[config.mk]
export PLATFORM = sky130hd
export DESIGN_NAME = pipo_load_arbiter_flat
export DESIGN_NICKNAME = d
export VERILOG_FILES = /design/src/rtl/pipo_ctrl_pkg.sv /design/src/rtl/pipo_load_arbiter_if.sv /design/src/rtl/pipo_load_arbiter_rr_arbiter.sv /design/src/rtl/pipo_load_arbiter.sv /design/src/flat_wrapper.sv
export SDC_FILE = /design/constraint.sdc
export NUM_CORES = 1
export LEC_CHECK = 0
export BUFFER_PORTS_ARGS = -buffer_cell sky130_fd_sc_hd__buf_2
export CAP_MARGIN = 5
export CORE_MARGIN = 4
export CORE_UTILIZATION = 45
export CTS_BUF_LIST = sky130_fd_sc_hd__clkbuf_4 sky130_fd_sc_hd__clkbuf_8
export CTS_CLUSTER_DIAMETER = 150
export DETAILED_ROUTE_END_ITERATION = 16
export GPL_TIMING_DRIVEN = 1
export PLACE_DENSITY_LB_ADDON = 0.12
export SYNTH_ARGS = -nofsm -noshare
export SYNTH_HDL_FRONTEND = slang
export SYNTH_SLANG_ARGS = --single-unit
[constraint.sdc]
create_clock -name clock -period 3.07 [get_ports clock]
set_clock_uncertainty 0.15 [all_clocks]
set_input_delay 0.614 -clock clock [delete_from_list [all_inputs] [get_ports clock]]
set_output_delay 0.614 -clock clock [all_outputs]
set_load 0.05 [all_outputs]
[src/rtl/pipo_ctrl_pkg.sv]
// Shared definitions for the pipo load arbiter: FSM state encoding and the
// owner-index width helper.
package pipo_ctrl_pkg;

  // Controller states. The encoding is fixed so debug probes and bound
  // checkers can decode the exported state directly.
  typedef enum logic [1:0] {
    ST_IDLE = 2'd0,
    ST_LOAD = 2'd1,
    ST_HOLD = 2'd2
  } state_t;

  // Width of an encoded requester index. Never narrower than one bit.
  function automatic int owner_w(input int n);
    return (n <= 2) ? 1 : $clog2(n);
  endfunction

endpackage

[src/rtl/pipo_load_arbiter_if.sv]
// Requester and register-side bus of the pipo load arbiter.
//
// Handshake: requester i holds req_valid[i] and its word stable until it
// sees req_ready[i]; a word transfers on any rising edge where both
// req_valid[i] and req_ready[i] are high. req_ready is one-hot or zero.
// reg_load is a single-cycle strobe; reg_data/reg_owner stay stable from
// the load until the next transfer.
interface pipo_load_arbiter_if
  import pipo_ctrl_pkg::*;
#(
  parameter int WIDTH   = 4,
  parameter int NUM_REQ = 4
);
  localparam int OWNER_W = owner_w(NUM_REQ);

  logic [NUM_REQ-1:0]       req_valid;
  logic [NUM_REQ*WIDTH-1:0] req_data;
  logic [NUM_REQ-1:0]       req_ready;
  logic                     reg_load;
  logic [WIDTH-1:0]         reg_data;
  logic [OWNER_W-1:0]       reg_owner;
  logic                     busy;
  state_t                   state;   // debug view of the controller FSM

  // Requester / register side.
  modport master (
    output req_valid, req_data,
    input  req_ready, reg_load, reg_data, reg_owner, busy, state
  );

  // Arbiter side.
  modport slave (
    input  req_valid, req_data,
    output req_ready, reg_load, reg_data, reg_owner, busy, state
  );

endinterface

[src/rtl/pipo_load_arbiter_rr_arbiter.sv]
// Combinational round-robin arbiter: the first asserted request found when
// scanning upward from ptr (with wrap-around) wins.
module rr_arbiter #(
  parameter int NUM_REQ = 4,
  parameter int OWNER_W = 2
) (
  input  logic [NUM_REQ-1:0] req,
  input  logic [OWNER_W-1:0] ptr,
  output logic [NUM_REQ-1:0] grant,
  output logic [OWNER_W-1:0] grant_idx,
  output logic               grant_any
);

  int idx;

  // Scan from the pointer position and take the first valid request.
  always_comb begin
    grant     = '0;
    grant_idx = '0;
    grant_any = 1'b0;
    idx       = 0;
    for (int i = 0; i < NUM_REQ; i++) begin
      idx = int'(ptr) + i;
      if (idx >= NUM_REQ) idx = idx - NUM_REQ;
      if (!grant_any && req[idx]) begin
        grant_any  = 1'b1;
        grant[idx] = 1'b1;
        grant_idx  = OWNER_W'(idx);
      end
    end
  end

endmodule

[src/rtl/pipo_load_arbiter.sv]
// Shares one parallel-in/parallel-out register between NUM_REQ requesters.
// A round-robin winner is granted in IDLE, its word is strobed into the
// register in LOAD, and HOLD keeps the value stable for HOLD_CYCLES cycles.
module pipo_load_arbiter
  import pipo_ctrl_pkg::*;
#(
  parameter int WIDTH       = 4,
  parameter int NUM_REQ     = 4,
  parameter int HOLD_CYCLES = 2
) (
  input  logic                clock,
  input  logic                reset,
  pipo_load_arbiter_if.slave  bus
);

  localparam int OWNER_W = owner_w(NUM_REQ);
  localparam int CNT_W   = $clog2(HOLD_CYCLES + 2);

  state_t             state;
  logic [CNT_W-1:0]   hold_cnt;
  logic [OWNER_W-1:0] ptr;
  logic               reg_load_q;
  logic               busy_q;
  logic [WIDTH-1:0]   reg_data_q;
  logic [OWNER_W-1:0] reg_owner_q;

  logic [NUM_REQ-1:0] grant;
  logic [OWNER_W-1:0] grant_idx;
  logic               grant_any;
  logic               ready_en;
  logic               xfer;
  logic [WIDTH-1:0]   win_data;
  logic [OWNER_W-1:0] ptr_next;

  rr_arbiter #(
    .NUM_REQ (NUM_REQ),
    .OWNER_W (OWNER_W)
  ) u_arb (
    .req       (bus.req_valid),
    .ptr       (ptr),
    .grant     (grant),
    .grant_idx (grant_idx),
    .grant_any (grant_any)
  );

  // Grants are only offered while idle and never while reset is applied,
  // so no transfer can be claimed on a reset edge.
  always_comb begin
    ready_en = (state == ST_IDLE) && !reset;
    xfer     = ready_en && grant_any;
    win_data = bus.req_data[int'(grant_idx)*WIDTH +: WIDTH];
    ptr_next = (grant_idx == OWNER_W'(NUM_REQ - 1)) ? '0 : grant_idx + 1'b1;
  end

  assign bus.req_ready = ready_en ? grant : '0;
  assign bus.reg_load  = reg_load_q;
  assign bus.reg_data  = reg_data_q;
  assign bus.reg_owner = reg_owner_q;
  assign bus.busy      = busy_q;
  assign bus.state     = state;

  // Controller FSM with registered strobe, busy flag and captured word.
  always_ff @(posedge clock) begin
    if (reset) begin
      state       <= ST_IDLE;
      hold_cnt    <= '0;
      ptr         <= '0;
      reg_load_q  <= 1'b0;
      busy_q      <= 1'b0;
      reg_data_q  <= '0;
      reg_owner_q <= '0;
    end else begin
      case (state)
        ST_IDLE: begin
          reg_load_q <= 1'b0;
          if (xfer) begin
            reg_data_q  <= win_data;
            reg_owner_q <= grant_idx;
            ptr         <= ptr_next;
            state       <= ST_LOAD;
            reg_load_q  <= 1'b1;
            busy_q      <= 1'b1;
          end
        end
        ST_LOAD: begin
          reg_load_q <= 1'b0;
          if (HOLD_CYCLES == 0) begin
            state  <= ST_IDLE;
            busy_q <= 1'b0;
          end else begin
            state    <= ST_HOLD;
            hold_cnt <= CNT_W'(HOLD_CYCLES - 1);
            busy_q   <= 1'b1;
          end
        end
        ST_HOLD: begin
          reg_load_q <= 1'b0;
          if (hold_cnt == '0) begin
            state  <= ST_IDLE;
            busy_q <= 1'b0;
          end else begin
            hold_cnt <= hold_cnt - 1'b1;
          end
        end
        default: begin
          state      <= ST_IDLE;
          reg_load_q <= 1'b0;
          busy_q     <= 1'b0;
        end
      endcase
    end
  end

endmodule

[src/flat_wrapper.sv]
// flat-port wrapper written by rule: the top's interface ports become plain ports
module pipo_load_arbiter_flat import pipo_ctrl_pkg::*;
#(
  parameter int WIDTH       = 4,
  parameter int NUM_REQ     = 4,
  parameter int HOLD_CYCLES = 2
)
  (clock, reset, bus_req_valid, bus_req_data, bus_req_ready, bus_reg_load, bus_reg_data, bus_reg_owner, bus_busy, bus_state);
  pipo_load_arbiter_if #(.WIDTH(WIDTH), .NUM_REQ(NUM_REQ)) bus_i ();
  input  logic clock;
  input  logic reset;
  input wire logic [$bits(bus_i.req_valid)-1:0] bus_req_valid;
  input wire logic [$bits(bus_i.req_data)-1:0] bus_req_data;
  output wire logic [$bits(bus_i.req_ready)-1:0] bus_req_ready;
  output wire logic [$bits(bus_i.reg_load)-1:0] bus_reg_load;
  output wire logic [$bits(bus_i.reg_data)-1:0] bus_reg_data;
  output wire logic [$bits(bus_i.reg_owner)-1:0] bus_reg_owner;
  output wire logic [$bits(bus_i.busy)-1:0] bus_busy;
  output wire logic [$bits(bus_i.state)-1:0] bus_state;
  assign bus_i.req_valid = bus_req_valid;
  assign bus_i.req_data = bus_req_data;
  assign bus_req_ready = bus_i.req_ready;
  assign bus_reg_load = bus_i.reg_load;
  assign bus_reg_data = bus_i.reg_data;
  assign bus_reg_owner = bus_i.reg_owner;
  assign bus_busy = bus_i.busy;
  assign bus_state = bus_i.state;
  pipo_load_arbiter #(.WIDTH(WIDTH), .NUM_REQ(NUM_REQ), .HOLD_CYCLES(HOLD_CYCLES)) u_core (.clock(clock), .reset(reset), .bus(bus_i));
endmodule
==> impl_metrics.yaml, run 1 <==
worst_setup_path:
  cp_max_fo: 6
  startpoint: "u_core.ptr[0]"
  path_class: "reg -> out"
  regToRegStartpoint: "u_core.ptr[0]"
  cp-end-kind: "output port"
  cp-start-kind: "flop"
  cp.required_ps: 2310
  crit_arrival_ps: 2310
drt:
  met1Wirelength_um: 1400
  routed.top_layer: "met4"
  drt_first_pass_iters: 4
  dr_wl_met3_um: 148
  wirelength_um: 3170
  vias: 1280
  wl_met2_um: 1590
  viasPerCell: 5.74
  drt_iter0_drc: 62
  wl_per_cell_um: 14.2
  ant_nets: 0
  drc: 0
yosys:
  synth_top_area_share: 0.221
  synth_warnings: 0
  synth_edf_count: 0
  synth_ff_type: "dfxtp_1"
  syn_area_per_cell_um2: 8.23
  syn-instance-count: 154
  synth_top_area_cell: "dfxtp_1"
  synth_nets: 182
  syn_area_um2: 1270
  synth.distinct_cells: 42
  synthTopCellsByArea: "dfxtp_1 (22%), mux2i_1 (7.9%), ha_1 (5.9%)"
  ys_ff_latch: 14
  synth-async-reset-ratio: 0
  ys_seq_area_frac: 0.221
clocking:
  max-clock-path-buffers: 2
  cts.htree.levels: 1
  path_clk_slew_ps: 80
  insertion_delay_ps: 280
  cts_tree: "done"
  cts_inserted_buffers: 3
  clkSinkCount: 14
  postCtsHoldBufs: 0
  root_buffer: "clkbuf_4"
grt:
  grt_pass1_vias: 1182
  grtUsageTotal: 0.176
  grt_pass1_wl_um: 5110
  grt-ovfl-total: 0
  grt_max_degree: 14
  antenna_found_initial: 0
die:
  fp.dieW_um: 61.1
  io_pins: 36
  start_util: 0.489
  dieArea_um2: 3730
  placeableCoreArea_um2: 2590
  fp.dieH_um: 61.1
  rows: 18
cells_and_area:
  nFillCells: 238
  syn_to_final_growth_pct: 31.3
  design_area_um2: 1660
  seq_area_um2: 283
  layout-drive-gt1-share: 0.409
  multi_input_area_um2: 991
  layout.nets: 222
  n_antenna_cell: 0
power:
  comb_power_share: 0.697
  p_sw_uw: 629
  power.leakage_nw: 0.698
  intPower_uw: 652
  irDropWorstVdd_mv: 0.616
  clkPwrFrac: 0.102
  seqPwrFrac: 0.200
  p_per_area_nw_per_um2: 770
  sw_frac_of_total: 0.491
sta:
  grt_setup_unrepaired: "yes"
  fin_crit_ps: 3070
  worst_pin_slew_ps: 456
  fmax_mhz: 326
  hold_viol_final: 0
  fin_crit_sh: 1.00
  setup_slack_ps: -1.28
  slew_viol_final: 0
  relSlewSlack: 0.696
  setup_viol: 1
hold_path:
  hp-class: "reg -> reg"
  min_from: "u_core.bus.reg_owner[0]"
outcome:
  status: "finished with violations"
  violations: "negative setup slack"
run:
  cap_violations: 0
placed_design:
  place_area_um2: 1540
  pre_cts_slack_ps: 76.4
  portBuffers: 35
  place_congestion: 0.813
  hpwlAfterDp_um: 2340
==> power by group through the flow <==
stage	combinational [mW]	sequential [mW]	clock (mW)
floorplan	0.522	0.388	0
global placement	0.793	0.257	0
detailed placement	0.810	0.258	0
CTS	0.869	0.257	0.133
global route	0.962	0.263	0.141
finish	0.893	0.257	0.131
==> critical path: stages (launching register included) <==
cell and delay, ps:
dfxtp_2 340, inv_2 50, ha_4 260, mux4_2 610, nor2b_4 230, a22oi_2 80
nor2_1 130, a221oi_2 70, nor2_4 110, buf_8 150
==> repair_timing <==
action                     CTS  global route
gates resized for setup     15             8
setup endpoints to repair    4             4
pin swaps                    4             3
buffers inserted             1             1
==> registers in the layout, indices dropped and copies added, names as in the netlist <==
register,cells
u_core.bus.reg_data,4
u_core.bus.reg_load,1
u_core.bus.reg_owner,2
u_core.bus.busy,1
u_core.ptr,2
u_core.bus.state,2
u_core.hold_cnt,2
==> cells by family after synthesis <==
group                    count (synthesis)  share of synthesized area
AO/OA/AOI/OAI                           40                      0.245
XOR/XNOR                                 1                    0.00691
adder cells (fa/ha/maj)                  6                     0.0592
buffers and inverters                   17                     0.0671
flip-flops                              14                      0.221
multiplexers                            13                      0.135
AND/OR/NAND/NOR                         63                      0.266
==> placed cells by master (no fill, tap or decap), types with 6 or more instances in the layout <==
master / instances
nand2_1: 15
nor2_1: 14
nor3_1: 6
buf_2: 31
mux2i_1: 10
dfxtp_1: 12
o211ai_1: 8
buf_4: 10
==> synth_stat cells, types with 5 or more instances <==
| master | number |
|---|---|
| a221oi_1 | 5 |
| a22oi_1 | 5 |
| clkbuf_1 | 5 |
| dfxtp_1 | 14 |
| ha_1 | 6 |
| inv_1 | 6 |
| mux2i_1 | 10 |
| nand2_1 | 15 |
| nand3b_1 | 5 |
| nor2_1 | 20 |
| nor3_1 | 6 |
| o211ai_1 | 8 |
| o21ai_0 | 6 |
==> per-stage QoR <==
step | std cells | util | total power, mW | hold WS [ps] | setup TNS (ps)
6_report | 223 | 0.643 | 1.28 | 326 | -1.28
2_1_floorplan | 154 | - | 0.910 | 328 | -23.4
3_5_place_dp | 217 | 0.594 | 1.07 | 312 | 0
3_3_place_gp | 217 | 0.594 | 1.05 | 292 | 0
5_1_grt | 223 | 0.643 | 1.37 | 342 | -396
4_1_cts | 222 | 0.631 | 1.26 | 327 | 0
==> final timing paths <==
kind | to | slack, ps | cells past startpoint
setup / recovery | bus_req_ready[1] | -1 | 9
hold / removal | u_core.bus.reg_owner[0] | 330 | 2
setup reg to reg | u_core.bus.reg_data[0] | 560 | 9
hold reg to reg | u_core.bus.reg_owner[0] | 330 | 2
==> routing by layer <==
layer | vias to the layer above | global-route usage
met2 | 40 | 0.314
met5 | - | 0
li1 | 651 | -
met1 | 585 | 0.232
met4 | 0 | 0.00929
met3 | 4 | 0.0314
==> layout make-up <==
type / instances / share of cell area
tap: 30 / 0.0226
inverter: 7 / 0.0158
multi-input combinational: 123 / 0.595
clock buffer: 4 / 0.0218
sequential: 14 / 0.170
timing repair buffer: 45 / 0.174
No activity file was read; power rests on OpenSTA's default activity.
==> run 2, diff against run 1 <==
- CORE_MARGIN: 4 -> 2
- GPL_TIMING_DRIVEN: 1 -> not set
==> impl_metrics.yaml, run 2 (same netlist as run 1, synthesis figures left out) <==
cells_and_area:
  final_cell_mix: "buf_2 (31), nor2_1 (16), nand2_1 (15), dfxtp_1 (12)"
  n_antenna_cell: 0
  final_common_cell: "buf_2"
  largest_reg_flops: 4
  syn_to_final_growth_pct: 29.3
  layout-drive-gt1-share: 0.389
  layout.nets: 222
drt:
  ant_nets: 0
  vias: 1296
  drt_iter0_drc: 52
  drt_first_pass_iters: 4
  wl_per_cell_um: 13.7
  viasPerCell: 5.79
  wirelength_um: 3070
  drc: 0
grt:
  grt_max_degree: 14
  grt_pass1_wl_um: 5100
  grtUsageTotal: 0.191
  grt-ovfl-total: 0
  grt_pass1_vias: 1208
  antenna_found_initial: 0
sta:
  hold_viol_final: 0
  slew_viol_final: 0
  grt_setup_unrepaired: "yes"
  setup_viol: 2
  worst_pin_slew_ps: 483
  whs_ps: 325
  fin_crit_ps: 3080
  relSlewSlack: 0.678
  fin_crit_sh: 1.00
  fmax_mhz: 324
  setup_slack_ps: -11.9
power:
  clkPwrFrac: 0.103
  p_sw_uw: 614
  finalPower_mw: 1.26
  irDropWorstVdd_mv: 0.771
  seqPwrFrac: 0.204
  p_per_area_nw_per_um2: 766
  sw_frac_of_total: 0.489
  power.leakage_nw: 0.695
  intPower_uw: 641
  comb_power_share: 0.693
worst_setup_path:
  cp.required_ps: 2310
  r2r_cells: 9
  cpMaxStageDelayCell: "mux4_2"
  cp_top_family: "multiplexers"
  path_cells: "inv_2 > ha_4 > mux4_2 > a22oi_2 > nor2_1 > a221oi_2 > nor2_4 > buf_6"
  crit_arrival_ps: 2320
  path_class: "reg -> out"
  path_buf_inv: 2
  slowest_delay_ps: 600
  crit_cells: 8
  cp-start-kind: "flop"
  cp-end-kind: "output port"
  cp_max_fo: 6
clocking:
  clkSinkCount: 14
  path_clk_slew_ps: 90
  insertion_delay_ps: 270
  cts_inserted_buffers: 3
  root_buffer: "clkbuf_4"
  max-clock-path-buffers: 2
  cts.htree.levels: 1
  postCtsHoldBufs: 0
  cts_tree: "done"
die:
  fp.dieW_um: 57.1
  dieArea_um2: 3260
  rows: 19
  placeableCoreArea_um2: 2710
  io_pins: 36
  fp.dieH_um: 57.1
  start_util: 0.468
placed_design:
  portBuffers: 35
  place_congestion: 0.818
  hpwlAfterDp_um: 2280
  pre_cts_slack_ps: 93.0
run:
  cap_violations: 0
hold_path:
  hp-class: "reg -> reg"
  holdPathStages: 2
outcome:
  status: "finished with violations"
  violations: "negative setup slack"
==> run 2: cell counts in the layout (fill, tap and decap cells not counted) <==
No cell type changed its count.
==> run 2: final cells by class <==
cell class                 instances  area, um^2
fill                             233        1070
clock buffer                       4        36.3
tap                               31        38.8
sequential                        14         283
timing repair buffer              45         279
multi-input combinational        123         976
inverter                           7        26.3
==> run 2: final timing paths <==
kind	startpoint	end	slack [ps]
worst max-delay path	u_core.ptr[1]	bus_req_ready[1]	-10
worst min register to register	u_core.bus.reg_owner[0]	u_core.bus.reg_owner[0]	320
worst min-delay path	u_core.bus.reg_owner[0]	u_core.bus.reg_owner[0]	320
worst max register to register	u_core.ptr[1]	u_core.bus.reg_data[3]	640
==> run 2: worst reg2reg max path, delay by kind of cell, from the launching register on <==
family / cells / cell delay [ps]
adders and majority gates: 1 / 260
and+or+nand+nor: 2 / 250
DFF: 1 / 340
muxes: 1 / 600
AOI/OAI and AO/OA: 3 / 550
buffers and inverters: 2 / 200
==> run 2: per-layer routing <==
layer	GRT usage	vias up	wire length [um]
met2	0.351	42	1530
li1	-	650	-
met1	0.238	600	1370
met5	0	-	0
met3	0.0340	4	149
met4	0.0233	0	20
==> run 2: power by group through the flow <==
stage / sequential (mW) / combinational, mW / clock [mW]
floorplan: 0.388 / 0.522 / 0
global placement: 0.258 / 0.793 / 0
detailed placement: 0.258 / 0.807 / 0
CTS: 0.256 / 0.864 / 0.134
global route: 0.261 / 0.937 / 0.144
finish: 0.256 / 0.870 / 0.130
==> run 2: through the flow <==
| stage | util | std cells | TNS (ps) | instance area, um^2 |
|---|---|---|---|---|
| final | 0.605 | 224 | -21.7 | 1640 |
| after detailed placement | 0.568 | 218 | 0 | 1540 |
| after global routing | 0.605 | 224 | -391 | 1640 |
| after CTS | 0.605 | 224 | -11.5 | 1640 |
| after global placement | 0.568 | 218 | 0 | 1540 |
| after floorplan | - | 154 | -23.4 | 1320 |
==> run 2: repair_timing <==
item | 4_1_cts | 5_1_grt
pin swaps | 5 | 3
gates resized for setup | 14 | 2
setup endpoints to repair | 4 | 4
buffers inserted | 2 | 0
